### config.mk
export PLATFORM = sky130hd
export DESIGN_NAME = interval_timer_ctrl_flat
export DESIGN_NICKNAME = d
export VERILOG_FILES = /design/src/rtl/interval_timer_pkg.sv /design/src/rtl/interval_timer_ctrl_if.sv /design/src/rtl/interval_timer_prescaler.sv /design/src/rtl/interval_timer_ctrl.sv /design/src/flat_wrapper.sv
export SDC_FILE = /design/constraint.sdc
export NUM_CORES = 1
export LEC_CHECK = 0
export ABC_AREA = 1
export BUFFER_PORTS_ARGS = -buffer_cell sky130_fd_sc_hd__buf_2
export CORE_ASPECT_RATIO = 0.5
export CORE_MARGIN = 2
export CORE_UTILIZATION = 45
export CTS_CLUSTER_DIAMETER = 50
export CTS_CLUSTER_SIZE = 14
export DETAILED_ROUTE_END_ITERATION = 16
export MAX_ROUTING_LAYER = met4
export PLACE_DENSITY = 0.76
export SLEW_MARGIN = 20
export SYNTH_ARGS = -nofsm -noshare
export SYNTH_HDL_FRONTEND = slang
export SYNTH_SLANG_ARGS = --single-unit
### constraint.sdc
create_clock -name clk -period 2.2 [get_ports clk]
set_input_delay 0.44 -clock clk [delete_from_list [all_inputs] [get_ports clk]]
set_output_delay 0.44 -clock clk [all_outputs]
set_load 0.02 [all_outputs]
### src/rtl/interval_timer_pkg.sv
// Shared types and defaults for the interval timer controller.
// State encoding plus default datapath widths.
package interval_timer_pkg;

    localparam int DEF_WIDTH = 16;
    localparam int DEF_PRE_W = 8;

    typedef enum logic [1:0] {
        IDLE = 2'd0,
        RUN  = 2'd1,
        DONE = 2'd2
    } state_t;

endpackage

### src/rtl/interval_timer_ctrl_if.sv
// Control/status bundle between system logic and the timer.
// master drives requests and config; slave is the timer.
interface interval_timer_ctrl_if
    import interval_timer_pkg::*;
#(
    parameter int WIDTH = DEF_WIDTH,
    parameter int PRE_W = DEF_PRE_W
);

    logic             start;
    logic             stop;
    logic [WIDTH-1:0] load_val;
    logic [PRE_W-1:0] prescale;
    logic             periodic;
    logic             irq_ack;
    logic [WIDTH-1:0] count;
    logic             busy;
    logic             done;
    logic             irq;
    logic             overrun;

    modport master (
        output start,
        output stop,
        output load_val,
        output prescale,
        output periodic,
        output irq_ack,
        input  count,
        input  busy,
        input  done,
        input  irq,
        input  overrun
    );

    modport slave (
        input  start,
        input  stop,
        input  load_val,
        input  prescale,
        input  periodic,
        input  irq_ack,
        output count,
        output busy,
        output done,
        output irq,
        output overrun
    );

endinterface

### src/rtl/interval_timer_prescaler.sv
// Tick divider: one tick every div+1 enabled cycles.
// clr restarts the divide phase from zero.
module interval_timer_prescaler #(
    parameter int PRE_W = 8
) (
    input  logic             clk,
    input  logic             reset,
    input  logic             clr,
    input  logic             en,
    input  logic [PRE_W-1:0] div,
    output logic             tick
);

    logic [PRE_W-1:0] pre_cnt;

    assign tick = en && (pre_cnt == div);

    // Divide counter: wraps to zero on each tick.
    always_ff @(posedge clk) begin
        if (reset || clr) begin
            pre_cnt <= '0;
        end else if (en) begin
            if (tick) begin
                pre_cnt <= '0;
            end else begin
                pre_cnt <= pre_cnt + PRE_W'(1);
            end
        end
    end

endmodule

### src/rtl/interval_timer_ctrl.sv
// Interval timer controller: FSM, owned up-counter,
// terminal-count reload and sticky irq/overrun flags.
module interval_timer_ctrl
    import interval_timer_pkg::*;
#(
    parameter int WIDTH = DEF_WIDTH,
    parameter int PRE_W = DEF_PRE_W
) (
    input  logic                 clk,
    input  logic                 reset,
    interval_timer_ctrl_if.slave bus
);

    state_t           state_q;
    state_t           state_d;
    logic [WIDTH-1:0] count_q;
    logic [WIDTH-1:0] limit_q;
    logic [PRE_W-1:0] prescale_q;
    logic             periodic_q;
    logic             done_q;
    logic             irq_q;
    logic             overrun_q;

    logic accept;
    logic halt;
    logic run_en;
    logic tick;
    logic hit;
    logic expire;

    // Start only from a quiescent state; stop always wins.
    assign accept = (state_q != RUN) && bus.start && !bus.stop;
    assign halt   = (state_q == RUN) && bus.stop;
    assign run_en = (state_q == RUN) && !bus.stop;
    assign hit    = (count_q == limit_q);
    assign expire = run_en && tick && hit;

    interval_timer_prescaler #(
        .PRE_W (PRE_W)
    ) u_pre (
        .clk   (clk),
        .reset (reset),
        .clr   (accept || halt),
        .en    (run_en),
        .div   (prescale_q),
        .tick  (tick)
    );

    // State register.
    always_ff @(posedge clk) begin
        if (reset) begin
            state_q <= IDLE;
        end else begin
            state_q <= state_d;
        end
    end

    // Next-state: one-shot parks in DONE at expiry.
    always_comb begin
        state_d = state_q;
        unique case (state_q)
            IDLE, DONE: begin
                if (accept) begin
                    state_d = RUN;
                end
            end
            RUN: begin
                if (bus.stop) begin
                    state_d = IDLE;
                end else if (expire && !periodic_q) begin
                    state_d = DONE;
                end
            end
            default: state_d = IDLE;
        endcase
    end

    // Configuration is captured only on an accepted start.
    always_ff @(posedge clk) begin
        if (reset) begin
            limit_q    <= '0;
            prescale_q <= '0;
            periodic_q <= 1'b0;
        end else if (accept) begin
            limit_q    <= bus.load_val;
            prescale_q <= bus.prescale;
            periodic_q <= bus.periodic;
        end
    end

    // Counter: never passes limit_q, so no overflow at max limit.
    always_ff @(posedge clk) begin
        if (reset || accept) begin
            count_q <= '0;
        end else if (run_en && tick) begin
            if (!hit) begin
                count_q <= count_q + WIDTH'(1);
            end else if (periodic_q) begin
                count_q <= '0;
            end
        end
    end

    // Flags: an expiry beats a same-cycle acknowledge.
    always_ff @(posedge clk) begin
        if (reset) begin
            done_q    <= 1'b0;
            irq_q     <= 1'b0;
            overrun_q <= 1'b0;
        end else begin
            done_q <= expire;
            if (expire) begin
                irq_q <= 1'b1;
                if (irq_q) begin
                    overrun_q <= 1'b1;
                end
            end else if (bus.irq_ack) begin
                irq_q     <= 1'b0;
                overrun_q <= 1'b0;
            end
        end
    end

    assign bus.count   = count_q;
    assign bus.busy    = (state_q == RUN);
    assign bus.done    = done_q;
    assign bus.irq     = irq_q;
    assign bus.overrun = overrun_q;

endmodule

### src/flat_wrapper.sv
// flat-port wrapper written by rule: the top's interface ports become plain ports
module interval_timer_ctrl_flat import interval_timer_pkg::*;
#(
    parameter int WIDTH = DEF_WIDTH,
    parameter int PRE_W = DEF_PRE_W
)
  (clk, reset, bus_start, bus_stop, bus_load_val, bus_prescale, bus_periodic, bus_irq_ack, bus_count, bus_busy, bus_done, bus_irq, bus_overrun);
  interval_timer_ctrl_if #(.WIDTH(WIDTH), .PRE_W(PRE_W)) bus_i ();
  input  logic clk;
  input  logic reset;
  input wire logic [$bits(bus_i.start)-1:0] bus_start;
  input wire logic [$bits(bus_i.stop)-1:0] bus_stop;
  input wire logic [$bits(bus_i.load_val)-1:0] bus_load_val;
  input wire logic [$bits(bus_i.prescale)-1:0] bus_prescale;
  input wire logic [$bits(bus_i.periodic)-1:0] bus_periodic;
  input wire logic [$bits(bus_i.irq_ack)-1:0] bus_irq_ack;
  output wire logic [$bits(bus_i.count)-1:0] bus_count;
  output wire logic [$bits(bus_i.busy)-1:0] bus_busy;
  output wire logic [$bits(bus_i.done)-1:0] bus_done;
  output wire logic [$bits(bus_i.irq)-1:0] bus_irq;
  output wire logic [$bits(bus_i.overrun)-1:0] bus_overrun;
  assign bus_i.start = bus_start;
  assign bus_i.stop = bus_stop;
  assign bus_i.load_val = bus_load_val;
  assign bus_i.prescale = bus_prescale;
  assign bus_i.periodic = bus_periodic;
  assign bus_i.irq_ack = bus_irq_ack;
  assign bus_count = bus_i.count;
  assign bus_busy = bus_i.busy;
  assign bus_done = bus_i.done;
  assign bus_irq = bus_i.irq;
  assign bus_overrun = bus_i.overrun;
  interval_timer_ctrl #(.WIDTH(WIDTH), .PRE_W(PRE_W)) u_core (.clk(clk), .reset(reset), .bus(bus_i));
endmodule
==> run metrics <==
Core Area=just over 6000 sq um; synthesized area per cell=~6.6 sq um; initial antenna violation count=0; post-route minimum period=1.788 ns; average wire length per cell after detail routing=around 12 microns; Max clock buf depth=2; largest net degree at the start of global routing=46; CTS tree=done; number of max-slew violations in the final report=0; wire length of the first global-routing pass=11550 microns; synthesized cell area=2955 sq um; Data required, critical path=approximately 2.4 ns; clock-pin slew on the worst setup and hold paths=0.07 ns; cell types occupying the most area after synthesis=sky130_fd_sc_hd__dfxtp_1 37%, sky130_fd_sc_hd__nand2_1 15%, sky130_fd_sc_hd__inv_1 6.6%, sky130_fd_sc_hd__nor2_1 6.1%, sky130_fd_sc_hd__a21oi_1 5.8%; Setup Total Neg Slack=0 ns; syn_nets=between 400 and 500; most used standard cell by instance count after synthesis=sky130_fd_sc_hd__nand2_1; critical path endpoint category=flip-flop; count of synthesis-stage warnings from yosys=0; vias after detailed routing=roughly 2900; unrepaired setup endpoints after global routing=no; post-route ant nets=0; row count=20; share of async-settable or async-resettable flops after synthesis=0%; Crit Path Class=reg -> reg; area growth from synthesis to layout=16.81%; sort of element at the start of the critical path=flip-flop; Final nets=531; gr usage total=roughly a fifth; DP HPWL=5264 microns; DR iter-0 viols=roughly 110; fraction of layout cells with a size suffix above 1=between 10% and 20%; num ports=50; slowest CP cell=sky130_fd_sc_hd__dfxtp_1; data arrival at the endpoint of the critical path=about 2.0 ns; cell taking the most area after synthesis=sky130_fd_sc_hd__dfxtp_1; clock net sink count=54; leakage component of the power=between 1.5 and 2 nW; status=finished, final reports clean; number of hold-repair buffers added at the cts stage=0; Total Power=2.181 mW; Final period util=between 80% and 90%; number of storage elements in the synthesis netlist=54; Root Buffer=sky130_fd_sc_hd__clkbuf_16; later-pin clock latency in the skew report=between 0.2 and 0.3 ns; Power per Cell Area=631.9 nW/um^2; final number of setup-violating endpoints=0; Inserted Clock Buffers=5; setup slack on the worst flop-to-flop path=about 0.41 ns; TritonRoute pass-1 iters=4; vias in the first global route=between 2000 and 3000; most numerous cell types in the synthesized netlist=121 x sky130_fd_sc_hd__nand2_1, 54 x sky130_fd_sc_hd__dfxtp_1, 52 x sky130_fd_sc_hd__inv_1, 48 x sky130_fd_sc_hd__nor2_1, 34 x sky130_fd_sc_hd__a21oi_1; critical path peak fanout=18; count of distinct cell types in the synthesized netlist=31; worst setup margin=a little over 0.4 ns; IR Drop Worst-Case VDD=~0.00032 V; maximum level of the CTS H-tree=2; post-CTS setup repair buffer count=0; die height=between 60 and 70 microns; number of synthesized flops with an enable pin=0; cell chain of the critical path=inv_1 -> nand2_1 -> nand2_1 -> nor2_1 -> nand2_1 -> nor2_4 -> nand2_2 -> nor2_1 -> nand2_1 -> a21oi_1; via/cell ratio=roughly 5; Syn Inst Count=450; global placer's final weighted congestion=about 0.90; count of inserted antenna diode cells=0; most used flip-flop cell after synthesis=sky130_fd_sc_hd__dfxtp_1; count of input and output buffers=between 40 and 50; number of maximum-capacitance constraint violations=0; Die X=approximately 120 microns; top cell type's share of synthesized area=between 30 and 40%; critical path's largest stage delay=roughly 0.48 ns; Starting Density=47.62%; worst hold-check path type=in -> reg; slew at the pin closest to its max-slew limit=between 0.4 and 0.5 ns; residual overflow from global routing=0; maximum clock skew at final layout=around 0.005 ns; final routed DRC violation total=0; cts repair resizes=0; die area=~7300 sq um; post-synthesis sequential area ratio=around 37%; final number of hold-violating endpoints=0; max frequency=~560 MHz; routed wire length=between 6000 and 7000 microns; worst slew margin relative to its limit=70.93%; most prevalent standard cell on the critical path=sky130_fd_sc_hd__nand2_1; pre-CTS setup slack=around 0.35 ns
critical path: cells and delay by family (launching register included):
kind / cells / cell delay (ns)
buffers and inverters: 1 / 0.11
and+or+nand+nor: 8 / 1.01
DFF: 1 / 0.48
AOI/OAI and AO/OA: 1 / 0.12
path summary, 6_finish.rpt:
check,depth (start not counted),to,startpoint
max,10,u_core.state_q[1]$_SDFFE_PP0P_,u_core.bus.count[5]$_SDFFE_PP0P_
min,3,u_core.limit_q[6]$_SDFFE_PP0P_,bus_load_val[6]
max reg2reg,10,u_core.state_q[1]$_SDFFE_PP0P_,u_core.bus.count[5]$_SDFFE_PP0P_
min reg2reg,2,u_core.limit_q[2]$_SDFFE_PP0P_,u_core.limit_q[2]$_SDFFE_PP0P_
layout make-up:
type / count / area, sq um
multi-input cells: 316 / 1562
fillers: 652 / 2754
well taps: 88 / 110.1
inverters: 69 / 259.0
clock inverters: 3 / 40.04
clock buffers: 5 / 125.1
repair buffers: 53 / 275.3
flip-flops and latches: 54 / 1081
cells by family (layout without fill, tap and decap cells):
family,count (synthesis),after routing,share of synthesized area (%)
adder cells (fa/ha/maj),2,2,0.8466
XOR/XNOR,15,15,4.445
AND/OR/NAND/NOR,225,225,33.49
AO/OA/AOI/OAI,74,74,14.06
flip-flops,54,54,36.58
buffers and inverters,80,130,10.58
routing by layer:
layer	vias up	GRT usage, %	routed length, microns
met3	2	5.093	414
li1	1537	-	-
met2	74	34.56	3157
met5	-	-	0
met4	0	4.252	17
met1	1301	26.04	3337
placed cells by master (no fill, tap or decap), types with 2 or more instances in the layout:
| master | count |
|---|---|
| sky130_fd_sc_hd__buf_2 | 49 |
| sky130_fd_sc_hd__ha_1 | 2 |
| sky130_fd_sc_hd__nand3_1 | 15 |
| sky130_fd_sc_hd__xor2_1 | 11 |
| sky130_fd_sc_hd__dfxtp_1 | 54 |
| sky130_fd_sc_hd__o31ai_1 | 2 |
| sky130_fd_sc_hd__inv_2 | 14 |
| sky130_fd_sc_hd__buf_4 | 4 |
| sky130_fd_sc_hd__clkinv_1 | 3 |
| sky130_fd_sc_hd__a21oi_1 | 34 |
| sky130_fd_sc_hd__o21ai_0 | 26 |
| sky130_fd_sc_hd__inv_1 | 52 |
| sky130_fd_sc_hd__nand2_1 | 121 |
| sky130_fd_sc_hd__nand4_1 | 21 |
| sky130_fd_sc_hd__nor2_1 | 48 |
| sky130_fd_sc_hd__clkinv_2 | 2 |
| sky130_fd_sc_hd__nor2_4 | 3 |
| sky130_fd_sc_hd__clkbuf_16 | 5 |
| sky130_fd_sc_hd__o2111ai_1 | 2 |
| sky130_fd_sc_hd__nand2_2 | 2 |
| sky130_fd_sc_hd__xnor2_1 | 4 |
| sky130_fd_sc_hd__nor3_1 | 7 |
| sky130_fd_sc_hd__a21oi_2 | 8 |
| sky130_fd_sc_hd__nor2_2 | 4 |
power by group:
group          internal (mW)  switching, mW
combinational         0.0900          0.165
clock                  0.534          0.363
sequential              1.01         0.0191
total                   1.63          0.546
per-stage QoR:
stage                     util, %  hold WS (ns)  cells  instance area [sq um]
after detailed placement    52.96        0.4604    580                   3287
after floorplan                 -        0.4433    450                   2955
after CTS                   55.63        0.3951    588                   3452
final                       55.63        0.3998    588                   3452
after global routing        55.63        0.4051    588                   3452
after global placement      52.96        0.4542    580                   3287
registers in the layout, summed over array words and instances, names as in the netlist:
signal,cells
u_core.bus.count,16
u_core.limit_q,16
u_core.prescale_q,8
u_core.u_pre.pre_cnt,8
u_core.state_q,2
u_core.bus.done,1
u_core.bus.irq,1
u_core.bus.overrun,1
u_core.periodic_q,1
(Power assumes the default switching activity.)
